--- config.mk ---
export PLATFORM = sky130hd
export DESIGN_NAME = axi_wr_slave
export DESIGN_NICKNAME = d
export VERILOG_FILES = /design/src/rtl/axi_wr_slave_pkg.sv /design/src/rtl/axi_wdata_fifo.sv /design/src/rtl/axi_wr_slave.sv
export SDC_FILE = /design/constraint.sdc
export NUM_CORES = 1
export LEC_CHECK = 0
export BUFFER_PORTS_ARGS = -buffer_cell sky130_fd_sc_hd__buf_2
export CORE_AREA = 5 5 265 267
export DETAILED_ROUTE_END_ITERATION = 12
export DIE_AREA = 0 0 270 272
export HOLD_SLACK_MARGIN = 0.15
export REMOVE_ABC_BUFFERS = 1
export SLEW_MARGIN = 0
export SYNTH_ARGS = -nofsm -noshare
export SYNTH_HDL_FRONTEND = slang
export SYNTH_SLANG_ARGS = --single-unit
--- constraint.sdc ---
create_clock -name clk -period 10.5 [get_ports clk]
set_input_delay 0.525 -clock clk [delete_from_list [all_inputs] [get_ports clk]]
set_output_delay 0.525 -clock clk [all_outputs]
set_load 0.005 [all_outputs]
--- src/rtl/axi_wr_slave_pkg.sv ---
// Shared constants for the DDR2 write-channel front end.
// Latency: n/a (constants, types and a helper function only).
// Backpressure: n/a.
//
// Holds the DDR geometry that sizes the default address and data widths.
// It also holds the write-path FSM state codes and the AXI B response codes.
package axi_wr_slave_pkg;

  // DDR2 geometry; byte-independent address = row + column + bank.
  localparam int ROW_BITS = 13;
  localparam int COL_BITS = 10;
  localparam int BA_BITS  = 2;
  localparam int DQ_BITS  = 16;

  localparam int DEF_ADDR_WIDTH = ROW_BITS + COL_BITS + BA_BITS;
  // One core data word carries both DDR edges.
  localparam int DEF_DATA_WIDTH = DQ_BITS * 2;

  localparam logic [1:0] BRESP_OKAY   = 2'b00;
  localparam logic [1:0] BRESP_SLVERR = 2'b10;

  typedef enum logic [2:0] {
    ST_IDLE = 3'd0,
    ST_DATA = 3'd1,
    ST_CMD  = 3'd2,
    ST_WAIT = 3'd3,
    ST_RESP = 3'd4
  } wr_state_e;

  // A burst longer than the W buffer cannot be stored and forwarded.
  function automatic logic len_too_long(input logic [7:0] len, input int depth);
    return int'(len) > (depth - 1);
  endfunction

endpackage

--- src/rtl/axi_wdata_fifo.sv ---
// Synchronous W-beat buffer with a registered read port.
// Latency: dout is valid one cycle after pop; a push is visible to pop on the next cycle.
// Backpressure: push is ignored when full, unless a pop happens in the same cycle; pop is ignored when empty.
//
// Ports: clk, rstn (async active-low), clr (synchronous flush), push/din,
//        pop/dout (registered, holds its value when no pop happens), full, empty.
module axi_wdata_fifo #(
  parameter int DATA_WIDTH = 32,
  parameter int FIFO_DEPTH = 16
) (
  input  logic                  clk,
  input  logic                  rstn,
  input  logic                  clr,
  input  logic                  push,
  input  logic [DATA_WIDTH-1:0] din,
  input  logic                  pop,
  output logic [DATA_WIDTH-1:0] dout,
  output logic                  full,
  output logic                  empty
);

  localparam int AW_FIFO_LOG2 = $clog2(FIFO_DEPTH);
  localparam logic [AW_FIFO_LOG2:0] DEPTH_C = (AW_FIFO_LOG2 + 1)'(FIFO_DEPTH);

  logic [DATA_WIDTH-1:0]   mem [FIFO_DEPTH];
  logic [AW_FIFO_LOG2-1:0] wr_ptr;
  logic [AW_FIFO_LOG2-1:0] rd_ptr;
  logic [AW_FIFO_LOG2:0]   count;
  logic                    do_push;
  logic                    do_pop;

  assign full    = (count == DEPTH_C);
  assign empty   = (count == '0);
  assign do_pop  = pop & ~empty;
  // When full, a simultaneous pop frees the slot being written this cycle.
  assign do_push = push & (~full | do_pop);

  // Power-of-two depth: pointers wrap naturally.
  always_ff @(posedge clk or negedge rstn) begin
    if (!rstn) begin
      wr_ptr <= '0;
      rd_ptr <= '0;
      count  <= '0;
      dout   <= '0;
    end else begin
      if (do_pop) begin
        dout <= mem[rd_ptr];
      end
      if (clr) begin
        wr_ptr <= '0;
        rd_ptr <= '0;
        count  <= '0;
      end else begin
        if (do_push) wr_ptr <= wr_ptr + 1'b1;
        if (do_pop)  rd_ptr <= rd_ptr + 1'b1;
        case ({do_push, do_pop})
          2'b10:   count <= count + 1'b1;
          2'b01:   count <= count - 1'b1;
          default: count <= count;
        endcase
      end
    end
  end

  // Storage is not reset; the pointers define what is valid.
  always_ff @(posedge clk) begin
    if (do_push && !clr) mem[wr_ptr] <= din;
  end

endmodule

--- src/rtl/axi_wr_slave.sv ---
// AXI-style write responder: one AW burst at a time, W beats stored, then a single DDR2 core write command.
// Latency: AW->wready 1 cycle; last W beat->cmd_valid 1 cycle; wr_done->bvalid 1 cycle; wd_data 1 cycle after wd_rd_en.
// Backpressure: wready drops when the buffer is full; the next AW waits for B to complete; cmd and B hold until ready.
//
// Ports: AXI slave side  awvalid/awready/awaddr/awlen, wvalid/wready/wdata/wlast, bvalid/bready/bresp
//        DDR2 core side  cmd_valid/cmd_ready/cmd_addr/cmd_len, wd_rd_en/wd_data, wr_done
module axi_wr_slave
  import axi_wr_slave_pkg::*;
#(
  parameter int ADDR_WIDTH = DEF_ADDR_WIDTH,
  parameter int DATA_WIDTH = DEF_DATA_WIDTH,
  parameter int FIFO_DEPTH = 16
) (
  input  logic                  clk,
  input  logic                  rstn,
  input  logic                  awvalid,
  output logic                  awready,
  input  logic [ADDR_WIDTH-1:0] awaddr,
  input  logic [7:0]            awlen,
  input  logic                  wvalid,
  output logic                  wready,
  input  logic [DATA_WIDTH-1:0] wdata,
  input  logic                  wlast,
  output logic                  bvalid,
  input  logic                  bready,
  output logic [1:0]            bresp,
  output logic                  cmd_valid,
  input  logic                  cmd_ready,
  output logic [ADDR_WIDTH-1:0] cmd_addr,
  output logic [7:0]            cmd_len,
  input  logic                  wd_rd_en,
  output logic [DATA_WIDTH-1:0] wd_data,
  input  logic                  wr_done
);

  wr_state_e  state, state_n;
  logic [7:0] beat_cnt;
  logic       err_len;
  logic       err_last;
  logic       aw_hs;
  logic       w_hs;
  logic       end_beat;
  logic       fifo_full;
  logic       fifo_empty;
  logic       fifo_push;
  logic       fifo_pop;
  logic       fifo_flush;

  assign aw_hs      = awvalid & awready;
  assign w_hs       = wvalid & wready;
  assign end_beat   = (beat_cnt == cmd_len);
  // Oversize bursts are drained without being stored.
  assign fifo_push  = w_hs & ~err_len;
  // The core may only pop once it owns the command.
  assign fifo_pop   = (state == ST_WAIT) & wd_rd_en;
  // Data the core did not consume is stale once the burst is done.
  assign fifo_flush = (state == ST_WAIT) & wr_done & ~fifo_empty;

  axi_wdata_fifo #(
    .DATA_WIDTH(DATA_WIDTH),
    .FIFO_DEPTH(FIFO_DEPTH)
  ) u_wdata_fifo (
    .clk   (clk),
    .rstn  (rstn),
    .clr   (fifo_flush),
    .push  (fifo_push),
    .din   (wdata),
    .pop   (fifo_pop),
    .dout  (wd_data),
    .full  (fifo_full),
    .empty (fifo_empty)
  );

  always_ff @(posedge clk or negedge rstn) begin
    if (!rstn) begin
      state     <= ST_IDLE;
      awready   <= 1'b0;
      cmd_addr  <= '0;
      cmd_len   <= '0;
      beat_cnt  <= '0;
      err_len   <= 1'b0;
      err_last  <= 1'b0;
    end else begin
      state <= state_n;
      // Registered so awready stays low through reset and rises the cycle after B completes.
      awready <= (state_n == ST_IDLE);
      if (aw_hs) begin
        cmd_addr <= awaddr;
        cmd_len  <= awlen;
        beat_cnt <= '0;
        err_last <= 1'b0;
        err_len  <= len_too_long(awlen, FIFO_DEPTH);
      end
      if (w_hs) begin
        beat_cnt <= beat_cnt + 8'd1;
        // wlast must coincide exactly with the counted end beat.
        if (end_beat != wlast) err_last <= 1'b1;
      end
      if (fifo_flush) err_last <= 1'b1;
    end
  end

  always_comb begin
    state_n   = state;
    wready    = 1'b0;
    cmd_valid = 1'b0;
    bvalid    = 1'b0;
    bresp     = BRESP_OKAY;
    case (state)
      ST_IDLE: begin
        if (aw_hs) state_n = ST_DATA;
      end
      ST_DATA: begin
        wready = err_len | ~fifo_full;
        // The beat count, not wlast, ends the burst.
        if (w_hs && end_beat) state_n = err_len ? ST_RESP : ST_CMD;
      end
      ST_CMD: begin
        cmd_valid = 1'b1;
        if (cmd_ready) state_n = ST_WAIT;
      end
      ST_WAIT: begin
        if (wr_done) state_n = ST_RESP;
      end
      ST_RESP: begin
        bvalid = 1'b1;
        bresp  = (err_len | err_last) ? BRESP_SLVERR : BRESP_OKAY;
        if (bready) state_n = ST_IDLE;
      end
      default: state_n = ST_IDLE;
    endcase
  end

endmodule
==> flow_summary.yaml, run 1 <==
logic_synthesis:
  synth_area_sq_um: 23300
  async_reset_ff_share_pct: 15.2
  synth.distinct_cells: 60
  synth_cells: 1134
  yosysSeqAreaShare_pct: 75.8
  synth_top_area_share_pct: 66.0
  yosys_warnings: 0
  synth.top_cells.by_area: "edfxtp_1 66%, mux4_2 12%, dfrtp_1 9.9%"
  synth.avg_cell_area_sq_um: 20.6
  yosysTopAreaCell: "edfxtp_1"
  ys.flop_type: "edfxtp_1"
  synth_seq_cells: 604
  synth-edff-count: 512
min_path:
  hp-class: "in -> reg"
sta:
  finalMaxSlewViolations: 0
  finalSetupViolations: 0
  tightest_slew_ns: 1.13
  fin_crit_sh_pct: 32.1
  rsz0062_at_grt: "false"
  whs_ns: 0.181
  hold_violations: 0
  max_freq_mhz: 297
  setup_tns_ns: 0
  skew_ns: 0.0235
  max_slew_margin_pct: 24.9
  final.min_clock_period_ns: 3.37
  layout_setup_ws_ns: 7.13
clock_network:
  cts_sinks: 604
  cts_buffers: 69
  cts_resized: 0
  clockBufferDepth: 3
  hold_buffers: 30
  clkTransAtPathRegs_ns: 0.06
  root_buffer: "clkbuf_16"
  clk_latency_ns: 0.61
  post_cts_buffers: 0
  cts_tree: "done"
  h-tree-depth: 3
placed_design:
  portBuffers: 143
  placement.setup.worst_slack_ns: 7.12
  place_area_sq_um: 25100
  place_congestion: 0.727
  place_hpwl_mm: 27.5
critical_path:
  path_class: "reg -> reg"
  critPathMaxFanout: 50
  crit_arrival_ns: 3.81
  worstPathRequired_ns: 10.95
  crit_path_end_kind: "flop"
  startpoint_type: "flop"
finish:
  mostFrequentLayoutCells: "512 x edfxtp_1, 142 x buf_2, 128 x mux4_2"
  stdcell_area_sq_um: 27800
  syn2layout_area_growth_pct: 19.2
  nets: 1418
  layout_commonest_cell: "edfxtp_1"
  layout-drive-gt1-share_pct: 36.2
  fillers: 5894
floorplanning:
  core_area_sq_um: 67900
  num_rows: 96
  die_y_um: 272
  ioPinCount: 145
  dieArea_sq_um: 73400
  initial_core_util_pct: 34.3
  die_w_um: 270
global_route:
  grtUsageTotal_pct: 13.9
  grt_first_pass_wirelength_mm: 77.9
  antenna_found_initial: 4
  overflow: 0
  first_global_vias: 12400
  grt_max_degree: 93
routing:
  ant_nets: 0
  first_pass_iters: 5
  wire_per_inst_um: 22.4
  routed-via-count: 11700
  finalWirelength_mm: 51.1
  drt_iter0_drc: 897
  via_per_inst: 5.11
  drc: 0
power:
  power_density_nw_per_um2: 225
  ir_drop_uv: 110
  p_leak_nw: 9.27
run_status:
  status: "complete, no violations"
job:
  drv_cap: 0
## stage by stage
step                      instances  total power, W  util, %
after detailed placement       2117         0.00389     37.0
final                          2279         0.00626     40.9
after global routing           2276         0.00653     40.9
after floorplan                1068         0.00347        -
after global placement         2117         0.00387     37.0
after CTS                      2275         0.00634     40.9
## cell type report
type                            count  area, sq um  share of cell area, %
Antenna cell                        4         10.0                 0.0360
Clock buffer                       89         1910                   6.89
Clock inverter                     39          433                   1.56
Inverter                           12         45.0                  0.162
Multi-Input combinational cell    452         5380                   19.4
Sequential cell                   604        17700                   63.7
Tap cell                          882         1100                   3.97
Timing Repair Buffer              197         1210                   4.36
## cell usage after synthesis, types with 2 or more instances
library cell and instances:
nor3_1 7, nand2b_1 2, nor3b_1 3, nand3_1 12, buf_2 18, dfrtp_1 92
xor2_1 4, buf_4 5, buf_1 9, nor4_1 4, o211ai_1 2, mux4_2 128
a211oi_1 2, and2_1 6, and3_1 2, xnor2_1 11, buf_6 2, nand4_1 3
o21ai_0 12, a21oi_1 40, nand2_1 14, edfxtp_1 512, a31oi_1 2, mux2i_1 2
or3_1 2, a2111oi_0 2, clkbuf_1 31, nor2_1 20, mux2_2 68, o31ai_1 2
and4b_1 2, ha_1 8, inv_1 11, or2_2 3, nand3b_1 2, a21boi_0 2
o22ai_1 64
## flip-flops by register name (all words and copies together) (netlist names)
signal,count
u_wdata_fifo.mem,512
u_wdata_fifo.dout,32
cmd_addr,25
beat_cnt,8
cmd_len,8
u_wdata_fifo.count,5
u_wdata_fifo.rd_ptr,4
u_wdata_fifo.wr_ptr,4
state,3
awready,1
err_last,1
err_len,1
## critical path, stage by stage, from the launching register on
cell     delay (ns)
dfrtp_4        0.85
buf_4          0.66
buf_4          0.72
mux4_2         0.42
mux2_2         0.28
o22ai_1        0.13
a21oi_1        0.06
## kinds of logic (layout without fill, tap and decap cells)
kind of cell	after synthesis	in the layout	synth area share (%)
AO/OA/AOI/OAI	143	143	3.86
XOR/XNOR	15	15	0.564
adder cells (fa/ha/maj)	8	8	0.429
buffers and inverters	78	337	1.50
flip-flops	604	604	75.8
multiplexers	198	198	15.7
other	1	5	0.0161
AND/OR/NAND/NOR	87	87	2.05
## routing by layer
| layer | global-route usage, % | vias up | wire (um) |
|---|---|---|---|
| met2 | 22.5 | 337 | 24400 |
| met1 | 18.7 | 6123 | 22600 |
| li1 | - | 5119 | - |
| met4 | 4.15 | 0 | 1240 |
| met5 | 0 | - | 0 |
| met3 | 3.48 | 75 | 2860 |
## path summary, 6_finish.rpt
kind | startpoint | end | slack [ns] | cells after the start
max in group asynchronous | rstn | u_wdata_fifo.rd_ptr[1]$_DFFE_PN0P_ | 8.75 | 3
min | awlen[7] | cmd_len[7]$_DFFE_PN0P_ | 0.18 | 2
min in group asynchronous | rstn | u_wdata_fifo.dout[23]$_DFFE_PN0P_ | 0.56 | 2
max | u_wdata_fifo.rd_ptr[3]$_DFFE_PN0P_ | u_wdata_fifo.dout[10]$_DFFE_PN0P_ | 7.13 | 6
max reg2reg | u_wdata_fifo.rd_ptr[3]$_DFFE_PN0P_ | u_wdata_fifo.dout[10]$_DFFE_PN0P_ | 7.13 | 6
min reg2reg | cmd_addr[16]$_DFFE_PN0P_ | cmd_addr[16]$_DFFE_PN0P_ | 0.50 | 1
## power breakdown
part           internal (W)  switching [W]
registers           0.00284       0.000156
logic              0.000372       0.000462
clock network       0.00147       0.000953
Note: power is estimated with default switching activity, not from simulation.
==> run 2, diff against run 1 <==
Settings changed: ABC_AREA set to 1, CORE_AREA 5 5 265 267 to 5 5 269 271, DIE_AREA 0 0 270 272 to 0 0 274 276.
Clock period 10.5 ns to 3.1 ns, I/O delays scaled along.
==> run 2 against run 1 <==
  * Die area up 3.0%
  * Maximum frequency rose by 33%
  * Area after synthesis rose by 3.2%
  * Critical endpoint is now u_wdata_fifo.mem[14][30]$_DFFE_PP_
==> flow_summary.yaml, run 2 <==
clock_network:
  hold_buffers: 110
  clockBufferDepth: 3
  cts_tree: "done"
  root_buffer: "clkbuf_16"
  clk_latency_ns: 0.59
  clkTransAtPathRegs_ns: 0.06
  cts_resized: 0
  post_cts_buffers: 0
  cts_buffers: 66
  h-tree-depth: 3
  cts_sinks: 604
logic_synthesis:
  synth_cells: 1887
  async_reset_ff_share_pct: 15.2
  synth_top_area_share_pct: 63.9
  yosys_warnings: 0
  synth-edff-count: 512
  synth.avg_cell_area_sq_um: 12.7
  synth_common_cells: "512 x edfxtp_1, 310 x nand2_1, 277 x nor2_1, 225 x o21ai_0, 112 x o221ai_1"
  synth_seq_cells: 604
  synth.distinct_cells: 43
  synth.top_cells.by_area: "edfxtp_1 64%, dfrtp_1 9.6%, nand2_1 4.8%"
  yosysMostFrequentCell: "edfxtp_1"
  yosysSeqAreaShare_pct: 73.5
  ys.flop_type: "edfxtp_1"
  yosysTopAreaCell: "edfxtp_1"
  synth_area_sq_um: 24000
finish:
  largest_reg_flops: 512
  layout_commonest_cell: "edfxtp_1"
  mostFrequentLayoutCells: "512 x edfxtp_1, 310 x nand2_1, 261 x nor2_1"
  nets: 2217
  fillers: 6359
  largestRegisters: "u_wdata_fifo.mem: 512 flops, u_wdata_fifo.dout: 32 flops, cmd_addr: 25 flops"
  layout-drive-gt1-share_pct: 14.8
  largest-register: "u_wdata_fifo.mem"
  syn2layout_area_growth_pct: 20.9
sta:
  max_freq_mhz: 393
  fin_crit_sh_pct: 82.0
  final.min_clock_period_ns: 2.54
  skew_ns: 0.0247
  finalMaxSlewViolations: 0
  max_slew_margin_pct: 53.6
  tightest_slew_ns: 0.696
  rsz0062_at_grt: "false"
  layout_setup_ws_ns: 0.558
  finalSetupViolations: 0
  hold_violations: 0
placed_design:
  placement.setup.worst_slack_ns: 0.601
  portBuffers: 143
  place_congestion: 0.833
  place_hpwl_mm: 37.9
critical_path:
  startpoint_type: "flop"
  critPathMaxFanout: 32
  crit_arrival_ns: 2.76
  r2r-end: "u_wdata_fifo.mem[14][30]$_DFFE_PP_"
  crit_path_end_kind: "flop"
  ff2ff_setup_slack_ns: 0.56
  worstPathRequired_ns: 3.32
  r2r-start: "state[2]$_DFF_PN0_"
  r2r_cells: 10
  path_class: "reg -> reg"
routing:
  via_per_inst: 5.14
  first_pass_iters: 5
  finalWirelength_mm: 63.9
  ant_nets: 0
  wire_per_inst_um: 20.4
  drc: 0
  drt_iter0_drc: 1357
  routed-via-count: 16000
floorplanning:
  core_area_sq_um: 69500
  die_w_um: 274
  ioPinCount: 145
  initial_core_util_pct: 34.6
  num_rows: 97
  dieArea_sq_um: 75600
  die_y_um: 276
min_path:
  hp-class: "in -> async"
power:
  swShare_pct: 33.7
  power_density_nw_per_um2: 851
  p_seq_share_pct: 40.7
  p_leak_nw: 10.6
  p_switching_w: 0.00833
  p_comb_share_pct: 29.3
  power.total_w: 0.0247
  clkPwrFrac_pct: 30.0
  p_int_w: 0.0164
  ir_drop_uv: 475
global_route:
  grt_util_met2_pct: 26.3
  grtUsageMet1_pct: 23.9
  antenna_found_initial: 1
  met3_usage_pct: 3.08
  overflow: 0
  grtUsageTotal_pct: 16.7
  grt_max_degree: 152
  grt_first_pass_wirelength_mm: 98.3
  first_global_vias: 16100
  grt-busiest-layer: "met2"
job:
  drv_cap: 0
run_status:
  status: "complete, no violations"
[run 2: power by group through the flow]
stage / clock network (W) / registers (W) / logic, W
final: 0.00743 / 0.0101 / 0.00724
after floorplan: 0 / 0.0105 / 0.00338
after global routing: 0.00793 / 0.0102 / 0.00804
after global placement: 0 / 0.0102 / 0.00669
after CTS: 0.00761 / 0.0101 / 0.00725
after detailed placement: 0 / 0.0102 / 0.00681
[run 2: per-stage QoR]
step	cells	setup TNS [ns]	utilization, %	area, sq um	hold WS (ns)
after floorplan	1769	-134.80	-	23400	-0.141
after global placement	2897	0	37.3	25900	0.235
after detailed placement	2897	0	37.3	25900	0.252
after CTS	3124	0	41.8	29100	0.162
after global routing	3125	0	41.8	29100	0.217
final	3125	0	41.8	29100	0.171
[run 2: layer usage]
| metal | wire (um) | vias up |
|---|---|---|
| li1 | - | 7366 |
| met1 | 28500 | 8013 |
| met2 | 29600 | 569 |
| met3 | 4420 | 99 |
| met4 | 1390 | 0 |
| met5 | 0 | - |
[run 2: worst max-delay path by stage]
stage	start	end	slack [ns]	depth (start not counted)
2_1_floorplan	u_wdata_fifo.rd_ptr[0]$_DFFE_PN0P_	u_wdata_fifo.dout[12]$_DFFE_PN0P_	-3.95	7
3_3_place_gp	state[2]$_DFF_PN0_	u_wdata_fifo.mem[0][10]$_DFFE_PP_	0.64	10
3_5_place_dp	state[2]$_DFF_PN0_	u_wdata_fifo.mem[14][6]$_DFFE_PP_	0.60	10
4_1_cts	state[2]$_DFF_PN0_	u_wdata_fifo.mem[14][15]$_DFFE_PP_	0.58	10
5_1_grt	state[2]$_DFF_PN0_	u_wdata_fifo.mem[14][15]$_DFFE_PP_	0.40	10
6_report	state[2]$_DFF_PN0_	u_wdata_fifo.mem[14][30]$_DFFE_PP_	0.56	10
[run 2: cells by family (layout without fill, tap and decap cells)]
| family | count (synthesis) | after routing | share of synthesized area, % |
|---|---|---|---|
| buffers and inverters | 157 | 454 | 3.30 |
| AND/OR/NAND/NOR | 680 | 680 | 11.4 |
| other | 1 | 2 | 0.0156 |
| adder cells (fa/ha/maj) | 8 | 8 | 0.416 |
| XOR/XNOR | 13 | 13 | 0.505 |
| flip-flops | 604 | 604 | 73.5 |
| AO/OA/AOI/OAI | 420 | 420 | 10.7 |
| multiplexers | 4 | 4 | 0.167 |
[run 2: critical path, cell delays in order (launching register included)]
cell     delay, ns
dfrtp_1       0.40
inv_2         0.10
nand2_1       0.07
nor2_2        0.15
nand2_2       0.10
nor2_4        0.18
nand2_4       0.12
inv_2         0.15
nand2_1       0.27
nor2_4        0.16
buf_4         0.43
[run 2: cell type report]
cell class / count / area (sq um) / share of cell area (%)
Multi-Input combinational cell: 1126 / 5700 / 19.6
Timing Repair Buffer: 298 / 2310 / 7.94
Clock inverter: 24 / 145 / 0.499
Antenna cell: 1 / 2.50 / 0.00861
Sequential cell: 604 / 17700 / 60.8
Tap cell: 940 / 1180 / 4.05
Inverter: 39 / 151 / 0.521
Clock buffer: 93 / 1910 / 6.56
